**src/rtl/seq_logic_unit_if.sv**
```systemverilog
// Bundles the operand and result handshake signals of seq_logic_unit.
// The master drives operands and the consumer ready; the slave returns results.
// W is fixed at 2*N so that both sides agree on the data width.
interface seq_logic_unit_if #(
    parameter int N  = 2,
    parameter int CW = 16
);
    localparam int W = 2 * N;

    logic          in_valid;
    logic          in_ready;
    logic [W-1:0]  a;
    logic [W-1:0]  b;
    logic [2:0]    f;
    logic          acc_sel;
    logic          acc_clr;
    logic          out_valid;
    logic          out_ready;
    logic [W-1:0]  y;
    logic          zero;
    logic          parity;
    logic [W-1:0]  acc;
    logic [CW-1:0] count;

    modport master (
        output in_valid, a, b, f, acc_sel, acc_clr, out_ready,
        input  in_ready, out_valid, y, zero, parity, acc, count
    );

    modport slave (
        input  in_valid, a, b, f, acc_sel, acc_clr, out_ready,
        output in_ready, out_valid, y, zero, parity, acc, count
    );
endinterface

```
**src/rtl/seq_logic_unit.sv**
```systemverilog
// Two-stage bitwise logic unit with an accumulator and a completed-result counter.
// Latency: 2 cycles from accept to valid result; 1 beat/cycle with out_ready high.
// Backpressure: S2 holds while out_ready is low; S1 then fills and in_ready drops.
module seq_logic_unit #(
    parameter int N  = 2,
    parameter int CW = 16
) (
    input  logic               clk,
    input  logic               rst_n,
    seq_logic_unit_if.slave    bus
);
    localparam int W = 2 * N;

    // Stage 1: captured operands
    logic          s1_valid;
    logic [W-1:0]  s1_a;
    logic [W-1:0]  s1_b;
    logic [2:0]    s1_f;
    logic          s1_acc_sel;

    // Stage 2: registered result and flags
    logic          out_valid_q;
    logic [W-1:0]  y_q;
    logic          zero_q;
    logic          parity_q;

    logic [W-1:0]  acc_q;
    logic [CW-1:0] count_q;

    logic          adv;
    logic          accept;
    logic          out_hs;
    logic [W-1:0]  opb;
    logic [W-1:0]  res;

    // S1 may move into S2 whenever S2 is empty or being drained this cycle
    assign adv    = s1_valid && (!out_valid_q || bus.out_ready);
    assign accept = bus.in_valid && bus.in_ready;
    assign out_hs = out_valid_q && bus.out_ready;

    assign bus.in_ready  = !s1_valid || adv;
    assign bus.out_valid = out_valid_q;
    assign bus.y         = y_q;
    assign bus.zero      = zero_q;
    assign bus.parity    = parity_q;
    assign bus.acc       = acc_q;
    assign bus.count     = count_q;

    // Logic function of the S1 beat; the accumulator is read live, so a beat
    // that follows an accumulating beat sees its write-back without a stall
    always_comb begin
        opb = s1_acc_sel ? acc_q : s1_b;
        res = '0;
        case (s1_f)
            3'b000:  res = s1_a & opb;
            3'b001:  res = s1_a | opb;
            3'b010:  res = s1_a ^ opb;
            3'b011:  res = ~(s1_a | opb);
            3'b100:  res = ~(s1_a & opb);
            3'b101:  res = ~(s1_a ^ opb);
            3'b110:  res = s1_a;
            3'b111:  res = ~s1_a;
            default: res = '0;
        endcase
    end

    // S1 register: refill on accept (even while advancing), empty on advance alone
    always_ff @(posedge clk or negedge rst_n) begin
        if (!rst_n) begin
            s1_valid   <= 1'b0;
            s1_a       <= '0;
            s1_b       <= '0;
            s1_f       <= '0;
            s1_acc_sel <= 1'b0;
        end else if (accept) begin
            s1_valid   <= 1'b1;
            s1_a       <= bus.a;
            s1_b       <= bus.b;
            s1_f       <= bus.f;
            s1_acc_sel <= bus.acc_sel;
        end else if (adv) begin
            s1_valid   <= 1'b0;
        end
    end

    // S2 register: load on advance, clear valid on a drain with nothing behind it
    always_ff @(posedge clk or negedge rst_n) begin
        if (!rst_n) begin
            out_valid_q <= 1'b0;
            y_q         <= '0;
            zero_q      <= 1'b1;
            parity_q    <= 1'b0;
        end else if (adv) begin
            out_valid_q <= 1'b1;
            y_q         <= res;
            zero_q      <= (res == '0);
            parity_q    <= ^res;
        end else if (out_hs) begin
            out_valid_q <= 1'b0;
        end
    end

    // Accumulator: clear wins over a same-cycle write-back
    always_ff @(posedge clk or negedge rst_n) begin
        if (!rst_n) begin
            acc_q <= '0;
        end else if (bus.acc_clr) begin
            acc_q <= '0;
        end else if (adv && s1_acc_sel) begin
            acc_q <= res;
        end
    end

    // Completed-handshake counter, wraps naturally
    always_ff @(posedge clk or negedge rst_n) begin
        if (!rst_n) begin
            count_q <= '0;
        end else if (out_hs) begin
            count_q <= count_q + 1'b1;
        end
    end

    // An unknown function code on a live S1 beat yields an undefined result
    assert property (@(posedge clk) disable iff (!rst_n) s1_valid |-> !$isunknown(s1_f))
        else $error("seq_logic_unit: unknown function code in S1");

endmodule
```
**src/flat_wrapper.sv**
```systemverilog
// flat-port wrapper written by rule: the top's interface ports become plain ports
module seq_logic_unit_flat 
#(
    parameter int N  = 2,
    parameter int CW = 16
)
  (clk, rst_n, bus_in_valid, bus_a, bus_b, bus_f, bus_acc_sel, bus_acc_clr, bus_out_ready, bus_in_ready, bus_out_valid, bus_y, bus_zero, bus_parity, bus_acc, bus_count);
  seq_logic_unit_if #(.N(N), .CW(CW)) bus_i ();
  input  logic clk;
  input  logic rst_n;
  input wire logic [$bits(bus_i.in_valid)-1:0] bus_in_valid;
  input wire logic [$bits(bus_i.a)-1:0] bus_a;
  input wire logic [$bits(bus_i.b)-1:0] bus_b;
  input wire logic [$bits(bus_i.f)-1:0] bus_f;
  input wire logic [$bits(bus_i.acc_sel)-1:0] bus_acc_sel;
  input wire logic [$bits(bus_i.acc_clr)-1:0] bus_acc_clr;
  input wire logic [$bits(bus_i.out_ready)-1:0] bus_out_ready;
  output wire logic [$bits(bus_i.in_ready)-1:0] bus_in_ready;
  output wire logic [$bits(bus_i.out_valid)-1:0] bus_out_valid;
  output wire logic [$bits(bus_i.y)-1:0] bus_y;
  output wire logic [$bits(bus_i.zero)-1:0] bus_zero;
  output wire logic [$bits(bus_i.parity)-1:0] bus_parity;
  output wire logic [$bits(bus_i.acc)-1:0] bus_acc;
  output wire logic [$bits(bus_i.count)-1:0] bus_count;
  assign bus_i.in_valid = bus_in_valid;
  assign bus_i.a = bus_a;
  assign bus_i.b = bus_b;
  assign bus_i.f = bus_f;
  assign bus_i.acc_sel = bus_acc_sel;
  assign bus_i.acc_clr = bus_acc_clr;
  assign bus_i.out_ready = bus_out_ready;
  assign bus_in_ready = bus_i.in_ready;
  assign bus_out_valid = bus_i.out_valid;
  assign bus_y = bus_i.y;
  assign bus_zero = bus_i.zero;
  assign bus_parity = bus_i.parity;
  assign bus_acc = bus_i.acc;
  assign bus_count = bus_i.count;
  seq_logic_unit #(.N(N), .CW(CW)) u_core (.clk(clk), .rst_n(rst_n), .bus(bus_i));
endmodule
```
**config.mk**
```make
export PLATFORM = sky130hd
export DESIGN_NAME = seq_logic_unit_flat
export DESIGN_NICKNAME = d
export VERILOG_FILES = /design/src/rtl/seq_logic_unit_if.sv /design/src/rtl/seq_logic_unit.sv /design/src/flat_wrapper.sv
export SDC_FILE = /design/constraint.sdc
export NUM_CORES = 1
export LEC_CHECK = 0
export BUFFER_PORTS_ARGS = -buffer_cell sky130_fd_sc_hd__buf_2
export CAP_MARGIN = 10
export CORE_ASPECT_RATIO = 1.2
export CORE_MARGIN = 2
export CORE_UTILIZATION = 58
export CTS_CLUSTER_SIZE = 8
export DETAILED_ROUTE_END_ITERATION = 7
export PLACE_DENSITY = 0.84
export SLEW_MARGIN = 15
export SYNTH_ARGS = -nofsm -noshare
export SYNTH_HDL_FRONTEND = slang
export SYNTH_SLANG_ARGS = --single-unit
```
**constraint.sdc**
```tcl
create_clock -name clk -period 3.4 [get_ports clk]
set_input_delay 0.85 -clock clk [delete_from_list [all_inputs] [get_ports clk]]
set_output_delay 0.85 -clock clk [all_outputs]
set_load 0.01 [all_outputs]
```
==> flow_summary.json, run 1 <==
{
  "cts_inserted_buffers": 5,
  "pwr_density_cell_mw_per_mm2": 595,
  "yosys.area.top_type": "dfrtp_1",
  "n_fill_cell": 293,
  "leakagePower_nw": 1.23,
  "clockBufferDepth": 2,
  "grt_max_degree": 41,
  "syn_to_final_growth_pct": 14.7,
  "htreeDepth": 2,
  "portBuffers": 44,
  "antenna_found_initial": 0,
  "fin_nets": 270,
  "yosys-mux-area-fraction_pct": 11.2,
  "max_cap_violations": 0,
  "synth-compound-area-share_pct": 7.83,
  "drtIter0Drc": 59,
  "wl_um": 4190,
  "fp.dieArea_mm2": 0.00420,
  "status": "finished clean",
  "critical_path_class": "in -> out",
  "clock.fmax_mhz": 406,
  "gr-total-overflow": 0,
  "slew_viol_final": 0,
  "hold_class": "reg -> reg",
  "tightest_slew_ns": 0.880,
  "cts-root-buf": "clkbuf_8",
  "regToRegSetupSlack_ns": 0.97,
  "ys_ff_latch": 40,
  "dp_hpwl_um": 3060,
  "synth_common_cells": "dfrtp_1, nand2_1, mux2_1, ha_1, xnor2_1",
  "routedWlPerCell_um": 14.8,
  "clock-sinks": 40,
  "cp_max_fo": 5,
  "synth_cell_types": 39,
  "num_rows": 24,
  "placed_cell_area_mm2": 0.00236,
  "internal_power_mw": 0.952,
  "clk_latency_ns": 0.30,
  "comb_power_share_pct": 30.7,
  "cts_tree": "yes",
  "worstHoldStart": "u_core.bus.count[15]$_DFFE_PN0P_",
  "yosysMostFrequentCell": "dfrtp_1",
  "seq_power_share_pct": 46.7,
  "peakVddDrop_v": 0.000502,
  "layout-drive-gt1-share_pct": 24.3,
  "synth_fa_ha_area_share_pct": 6.43,
  "hold_depth": 1,
  "vias": 1589,
  "slew_headroom_pct": 41.3,
  "drc": 0,
  "worst_ep_required_time_ns": 2.55,
  "async_flop_share_pct": 100,
  "ys_seq_area_share_pct": 46.8,
  "synthSimpleGateAreaFrac_pct": 15.9,
  "clock_power_share_pct": 22.6,
  "cp-end-kind": "output port",
  "grt_pass1_vias": 1563,
  "synth_area_leaders": "dfrtp_1, mux2_1, ha_1, xnor2_1, nand2_1",
  "synthCells": 200,
  "final.setup_skew_ns": 0.00820,
  "die_h_um": 70.6,
  "start_util_pct": 59.9,
  "netSwitchingPower_mw": 0.509,
  "cts_setup_buffers": 0,
  "synth-xor-area-share_pct": 7.77,
  "grt_pass1_wl_um": 7040,
  "grt_use_total_pct": 22.2,
  "drtAntennaViolNets": 0,
  "tns_ns": 0,
  "synth_edf_count": 0,
  "synth_top_area_share_pct": 45.6,
  "reg2reg_from": "u_core.s1_acc_sel$_DFFE_PN0P_",
  "n_antenna_cell": 0,
  "ioPinCount": 45,
  "clkTransAtPathRegs_ns": 0.08,
  "synth_nets": 228,
  "ctsHoldBuffers": 0,
  "r2r-end": "u_core.bus.parity$_DFFE_PN0P_",
  "syn_area_per_cell_um2": 10.7,
  "min_period_ns": 2.46,
  "ff2ff_path_depth": 9,
  "min_to": "u_core.bus.count[15]$_DFFE_PN0P_",
  "worstPathArrival_ns": 1.61,
  "first_pass_iters": 4,
  "avgViaCountPerCell": 5.63,
  "rsz0062_at_grt": "no",
  "ys.flop_type": "dfrtp_1",
  "ys_warn_count": 0,
  "place_congestion": 0.821,
  "stdcell_area_mm2": 0.00246,
  "min_period_over_period_pct": 72.4,
  "setup_viol_count_final": 0,
  "p_sw_share_pct": 34.9,
  "start_kind": "input port",
  "synth_top_family_by_area": "simple AND/OR/NAND/NOR gates",
  "netlist_area_mm2": 0.00214,
  "core_mm2": 0.00357,
  "cts_resized": 0,
  "die_x_um": 59.5,
  "finalHoldViolCount": 0
}
-- per-stage QoR --
step	power, mW	hold WS, ns	utilization (%)	cells	setup slack [ns]
2_1_floorplan	0.987	0.464	-	200	1.18
3_3_place_gp	1.12	0.452	66.1	274	1.00
3_5_place_dp	1.14	0.466	66.1	274	0.957
4_1_cts	1.47	0.483	68.8	282	0.948
5_1_grt	1.56	0.489	68.8	282	0.749
6_report	1.46	0.478	68.8	282	0.940
-- power by group through the flow --
stage          Sequential, mW  Combinational (mW)  Clock [mW]
2_1_floorplan           0.685               0.302           0
4_1_cts                 0.682               0.454       0.335
6_report                0.682               0.449       0.331
5_1_grt                 0.698               0.503       0.354
3_3_place_gp            0.688               0.436           0
3_5_place_dp            0.690               0.450           0
-- metal layers --
| metal | part of all wire [%] | vias up | wire, um | GRT usage, % |
|---|---|---|---|---|
| met2 | 51 | 38 | 2130 | 35.7 |
| met4 | 1.7 | 0 | 73 | 9.09 |
| met1 | 43 | 779 | 1810 | 28.2 |
| met3 | 4.1 | 7 | 171 | 6.03 |
| li1 | - | 765 | - | - |
| met5 | 0 | - | 0 | 0 |
-- registers in the layout, summed over array words and instances (netlist names) --
signal,cells
u_core.bus.y,4
u_core.bus.acc,4
u_core.s1_f,3
u_core.s1_b,4
u_core.bus.parity,1
u_core.s1_a,4
u_core.s1_acc_sel,1
u_core.s1_valid,1
u_core.bus.zero,1
u_core.bus.count,16
u_core.bus.out_valid,1
-- placed cells by master, fill, tap and decap left out, types with 2 or more instances in the layout --
cell type / count
nand3_1: 3
and3_1: 2
a211oi_2: 3
or2_1: 2
ha_1: 11
nor3b_1: 2
a211o_1: 3
and4_1: 2
xor2_1: 8
mux2_1: 14
nand3b_1: 3
nand2b_1: 6
clkbuf_8: 6
buf_2: 44
nor2_1: 10
nand2_1: 22
dfrtp_1: 39
o21ai_0: 5
inv_1: 10
nand4_1: 6
o22ai_1: 3
mux2i_1: 7
o21ai_1: 6
xnor2_1: 11
-- logic make-up after synthesis --
logic type                 count (synthesis)
xor gates and xnor gates                  19
and+or+nand+nor                           64
AOI/OAI and AO/OA                         24
adders and majority gates                 11
buffers and inverters                     20
muxes                                     22
DFF                                       40
-- cell type report --
cell class                 instances  area [um^2]  share of cell area, %
tap                               39         48.8                   1.99
clock buffer                       7         86.3                   3.51
multi-input combinational        140         1050                   42.8
timing repair buffer              44          220                   8.96
sequential                        40         1000                   40.8
inverter                          11         41.3                   1.68
clock inverter                     1         7.51                  0.305
-- worst max-delay path by stage --
stage                                       start                             to  slack, ns
global placement                    bus_out_ready                   bus_in_ready        1.0
detailed placement                  bus_out_ready                   bus_in_ready       0.96
finish                              bus_out_ready                   bus_in_ready       0.94
global route        u_core.s1_acc_sel$_DFFE_PN0P_  u_core.bus.parity$_DFFE_PN0P_       0.75
CTS                                 bus_out_ready                   bus_in_ready       0.95
floorplan           u_core.s1_acc_sel$_DFFE_PN0P_  u_core.bus.parity$_DFFE_PN0P_       1.18
-- worst max-delay path, stage by stage --
cell and delay [ns]:
buf_2 0.12, nand2b_1 0.21, or2_1 0.28, buf_2 0.15
(Power assumes the default switching activity.)
==> run 2, diff against run 1 <==
Settings changed: ABC_AREA set to 1, CORE_UTILIZATION 58 to 55, PLACE_DENSITY 0.84 to 0.79.
Clock period 3.4 ns to 2.55 ns, I/O delays scaled along.
==> flow_summary.json, run 2 <==
{
  "ioPinCount": 45,
  "final_cell_mix": "nand2_1, inv_1, buf_2",
  "synth_common_cells": "nand2_1, inv_1, dfrtp_1, nor2_1, nand3_1",
  "dp.cells": 393,
  "grt_use_total_pct": 23.0,
  "finalHoldViolCount": 0,
  "power_mw": 2.00,
  "dp_hpwl_um": 3730,
  "placed_cell_area_mm2": 0.00265,
  "largest_reg_flops": 16,
  "grt_pass1_wl_um": 9030,
  "avgViaCountPerCell": 5.09,
  "synth-xor-area-share_pct": 4.35,
  "gr-total-overflow": 0,
  "min_period_ns": 2.21,
  "synthSimpleGateAreaFrac_pct": 32.0,
  "routedWlPerCell_um": 12.5,
  "first_pass_iters": 4,
  "finalNonFillerCells": 401,
  "cpPeakStageDelay_ns": 0.47,
  "cts-root-buf": "clkbuf_8",
  "path_cells": "o21ai_0 -> ha_1 -> inv_1 -> nand4_1 -> nand2_1 -> nor2_1 -> nand3_1 -> inv_1 -> ha_1 -> xnor2_1 -> o21ai_0",
  "tightest_slew_ns": 0.886,
  "yosys.area.top_type": "dfrtp_1",
  "setup_viol_count_final": 0,
  "status": "finished clean",
  "synth_cell_types": 31,
  "pwr_density_cell_mw_per_mm2": 733,
  "final_core_util_pct": 64.6,
  "final_common_cell": "nand2_1",
  "netlist_area_mm2": 0.00241,
  "ys_seq_area_share_pct": 41.5,
  "num_rows": 26,
  "die_h_um": 76.6,
  "portBuffers": 44,
  "critical_path_class": "reg -> reg",
  "clockBufferDepth": 2,
  "crit_slowest_cell": "dfrtp_1",
  "cts_inserted_buffers": 5,
  "grt_max_degree": 41,
  "hold_class": "in -> async",
  "synth_edf_count": 0,
  "synth_top_family_by_area": "simple AND/OR/NAND/NOR gates",
  "cts_tree": "yes",
  "n_fill_cell": 377,
  "ys_warn_count": 0,
  "layout-drive-gt1-share_pct": 21.4,
  "synth-compound-area-share_pct": 3.58,
  "final-seq-area_mm2": 0.00100,
  "max_cap_violations": 0,
  "antenna_found_initial": 0,
  "fin_nets": 372,
  "n_antenna_cell": 0,
  "core_mm2": 0.00423,
  "min_period_over_period_pct": 86.6,
  "cp-end-kind": "register",
  "drtIter0Drc": 123,
  "worstPathArrival_ns": 2.38,
  "die_x_um": 64.5,
  "syn_area_per_cell_um2": 8.02,
  "slew_viol_final": 0,
  "async_flop_share_pct": 100,
  "cts_setup_buffers": 0,
  "vias": 2041,
  "fp.dieArea_mm2": 0.00494,
  "multiInputGateArea_mm2": 0.00118,
  "start_util_pct": 57.1,
  "synth_top_area_share_pct": 40.4,
  "clock.fmax_mhz": 453,
  "drtAntennaViolNets": 0,
  "clk_latency_ns": 0.29,
  "final.setup_skew_ns": 0.00627,
  "yosys-mux-area-fraction_pct": 3.11,
  "cp_max_fo": 10,
  "leakagePower_nw": 1.58,
  "place_congestion": 0.889,
  "synth_area_leaders": "dfrtp_1, nand2_1, inv_1, ha_1, nand4_1",
  "ctsHoldBuffers": 0,
  "ys_ff_latch": 40,
  "cts_resized": 0,
  "drc": 0,
  "slew_headroom_pct": 41.0,
  "critical_path.top_delay_family": "adder cells",
  "synth_nets": 329,
  "htreeDepth": 2,
  "peakVddDrop_v": 0.000651,
  "timing.critical_path.buf_inv": 2,
  "stdcell_area_mm2": 0.00273,
  "grt_pass1_vias": 2034,
  "syn_to_final_growth_pct": 13.2,
  "synthCells": 301,
  "tns_ns": 0,
  "synth_fa_ha_area_share_pct": 5.70,
  "clock-sinks": 40,
  "rsz0062_at_grt": "no",
  "start_kind": "register",
  "wl_um": 5000,
  "clkTransAtPathRegs_ns": 0.08,
  "ys.flop_type": "dfrtp_1",
  "yosysMostFrequentCell": "nand2_1",
  "worst_ep_required_time_ns": 2.73
}
run 2: final cells by class:
class                   count  area share (%)
inverters                  48            6.64
repair buffers             44            8.06
well taps                  56            2.56
clock inverters             1           0.183
multi-input cells         205            43.1
flip-flops and latches     40            36.7
clock buffers               7            2.79
run 2: worst paths after layout:
| check | from | endpoint | slack (ns) | cells after the start |
|---|---|---|---|---|
| max | u_core.s1_acc_sel$_DFFE_PN0P_ | u_core.bus.parity$_DFFE_PN0P_ | 0.34 | 11 |
| min | rst_n | u_core.s1_f[2]$_DFFE_PN0P_ | 0.46 | 1 |
| max reg2reg | u_core.s1_acc_sel$_DFFE_PN0P_ | u_core.bus.parity$_DFFE_PN0P_ | 0.34 | 11 |
| min reg2reg | u_core.bus.zero$_DFFE_PN1P_ | u_core.bus.zero$_DFFE_PN1P_ | 0.47 | 2 |
| max in group asynchronous | rst_n | u_core.bus.acc[0]$_DFFE_PN0P_ | 1.53 | 1 |
| min in group clk | u_core.bus.zero$_DFFE_PN1P_ | u_core.bus.zero$_DFFE_PN1P_ | 0.47 | 2 |
run 2: power breakdown:
part,switching (mW),internal (mW),total (mW)
combinational,0.394,0.283,0.677
sequential,0.147,0.767,0.915
clock,0.220,0.192,0.412
total,0.762,1.24,2.00
run 2: per-stage QoR:
| step | hold WS [ns] | setup slack, ns |
|---|---|---|
| 2_1_floorplan | 0.342 | 0.565 |
| 3_3_place_gp | 0.458 | 0.392 |
| 3_5_place_dp | 0.457 | 0.367 |
| 4_1_cts | 0.470 | 0.326 |
| 5_1_grt | 0.505 | 0.151 |
| 6_report | 0.462 | 0.341 |
run 2: cell families (layout without fill, tap and decap cells):
family,Yosys count,count (layout)
muxes,5,5
and+or+nand+nor,161,161
buffers and inverters,56,100
adders and majority gates,11,11
xor gates and xnor gates,12,12
DFF,40,40
AOI/OAI and AO/OA,16,16
run 2: routing by layer:
| metal | routed length (um) | track usage, % |
|---|---|---|
| met1 | 2140 | 28.0 |
| met2 | 2530 | 39.7 |
| met4 | 114 | 8.94 |
| met5 | 0 | 0 |
| met3 | 217 | 4.28 |
==> run 3, diff against run 2 <==
Settings changed: BUFFER_PORTS_ARGS -buffer_cell sky130_fd_sc_hd__buf_2 to -buffer_cell sky130_fd_sc_hd__buf_4, PLACE_DENSITY 0.79 to 0.83.
==> flow_summary.json, run 3 (same netlist as run 2, synthesis figures left out) <==
{
  "clock_power_share_pct": 20.9,
  "slew_viol_final": 0,
  "hold_class": "in -> async",
  "setup_ws_ns": 0.334,
  "fp.dieArea_mm2": 0.00494,
  "syn_to_final_growth_pct": 18.5,
  "grt_max_degree": 41,
  "final_cell_mix": "nand2_1, inv_1, buf_4",
  "min_period_ns": 2.22,
  "drc": 0,
  "clkTransAtPathRegs_ns": 0.08,
  "comb_power_share_pct": 35.1,
  "internal_power_mw": 1.33,
  "die_h_um": 76.6,
  "tns_ns": 0,
  "grt_use_total_pct": 22.4,
  "status": "finished clean",
  "gr-total-overflow": 0,
  "ioPinCount": 45,
  "dp_hpwl_um": 3750,
  "p_sw_share_pct": 36.3,
  "final_common_cell": "nand2_1",
  "tightest_slew_ns": 0.619,
  "drtIter0Drc": 145,
  "n_fill_cell": 376,
  "start_kind": "register",
  "netSwitchingPower_mw": 0.758,
  "rsz0062_at_grt": "no",
  "htreeDepth": 2,
  "clockBufferDepth": 2,
  "final.setup_skew_ns": 0.0102,
  "setup_viol_count_final": 0,
  "clock-sinks": 40,
  "leakagePower_nw": 1.61,
  "cts_resized": 0,
  "min_period_over_period_pct": 86.9,
  "pre_cts_ws_ns": 0.320,
  "cts_inserted_buffers": 5,
  "finalHoldViolCount": 0,
  "first_pass_iters": 4,
  "fin_nets": 373,
  "antenna_found_initial": 0,
  "grt_pass1_vias": 2059,
  "worstPathArrival_ns": 2.39,
  "place_congestion": 0.901,
  "clk_latency_ns": 0.30,
  "vias": 2052,
  "n_antenna_cell": 0,
  "avgViaCountPerCell": 5.10,
  "routedWlPerCell_um": 12.3,
  "die_x_um": 64.5,
  "drtAntennaViolNets": 0,
  "cts_setup_buffers": 0,
  "slew_headroom_pct": 58.7,
  "pwr_density_cell_mw_per_mm2": 731,
  "cp_max_fo": 10,
  "cts-root-buf": "clkbuf_8",
  "wl_um": 4930,
  "largest_reg_flops": 16,
  "critical_path_class": "reg -> reg",
  "max_cap_violations": 0,
  "portBuffers": 44,
  "ctsHoldBuffers": 0,
  "grt_pass1_wl_um": 8780,
  "seq_power_share_pct": 44.0,
  "peakVddDrop_v": 0.000545,
  "num_rows": 26,
  "cts_tree": "yes",
  "clock.fmax_mhz": 451,
  "worst_ep_required_time_ns": 2.73,
  "cp-end-kind": "register",
  "start_util_pct": 57.1,
  "core_mm2": 0.00423,
  "layout-drive-gt1-share_pct": 21.7
}
## run 3: changes by cell type in the layout (fill, tap and decap cells not counted), sizes merged
cell    previous run  this run
clkinv             2         1
clkbuf             7         8
buf               44        45
## run 3: path summary, 6_finish.rpt
| path | start | end | slack [ns] | depth (start not counted) |
|---|---|---|---|---|
| setup reg to reg | u_core.s1_acc_sel$_DFFE_PN0P_ | u_core.bus.parity$_DFFE_PN0P_ | 0.33 | 11 |
| hold reg to reg | u_core.bus.zero$_DFFE_PN1P_ | u_core.bus.zero$_DFFE_PN1P_ | 0.47 | 2 |
| min in group clk | u_core.bus.zero$_DFFE_PN1P_ | u_core.bus.zero$_DFFE_PN1P_ | 0.47 | 2 |
| setup / recovery | u_core.s1_acc_sel$_DFFE_PN0P_ | u_core.bus.parity$_DFFE_PN0P_ | 0.33 | 11 |
| hold / removal | rst_n | u_core.s1_a[2]$_DFFE_PN0P_ | 0.29 | 1 |
| max in group asynchronous | rst_n | u_core.bus.zero$_DFFE_PN1P_ | 1.88 | 1 |
## run 3: power by group through the flow
stage               sequential, mW  clock [mW]  combinational [mW]
floorplan                    0.925           0               0.460
global placement             0.925           0               0.719
detailed placement           0.927           0               0.742
CTS                          0.918       0.442               0.745
global route                 0.937       0.472               0.834
finish                       0.918       0.437               0.734
## run 3: metal layers
| layer | GRT usage [%] | share of wire (%) | wire length, um |
|---|---|---|---|
| met1 | 25.8 | 40 | 1960 |
| met2 | 40.8 | 53 | 2640 |
| met3 | 4.87 | 5.5 | 269 |
| met4 | 7.02 | 1.3 | 66 |
| met5 | 0 | 0 | 0 |
## run 3: final cells by class
cell class                      count  area [um^2]  share of cell area (%)
Sequential cell                    40         1000                    35.1
Timing Repair Buffer               45          338                    11.8
Tap cell                           56         70.1                    2.45
Clock buffer                        8         90.1                    3.15
Inverter                           48          181                    6.35
Multi-Input combinational cell    205         1180                    41.2
## run 3: critical path, stage by stage (launching register included)
cell	delay (ns)
dfrtp_1	0.47
o21ai_0	0.31
ha_1	0.32
inv_1	0.07
nand4_1	0.08
nand2_1	0.08
nor2_1	0.05
nand3_1	0.13
inv_1	0.07
ha_1	0.28
xnor2_1	0.15
o21ai_0	0.09
## run 3: stage by stage
stage | cells | total power [mW] | hold WS (ns) | cell area (um^2) | util [%]
floorplan | 301 | 1.38 | 0.342 | 2410 | -
global placement | 394 | 1.64 | 0.458 | 2770 | 65.5
detailed placement | 394 | 1.67 | 0.468 | 2770 | 65.5
CTS | 402 | 2.10 | 0.329 | 2860 | 67.6
global route | 402 | 2.24 | 0.348 | 2860 | 67.6
finish | 402 | 2.09 | 0.294 | 2860 | 67.6
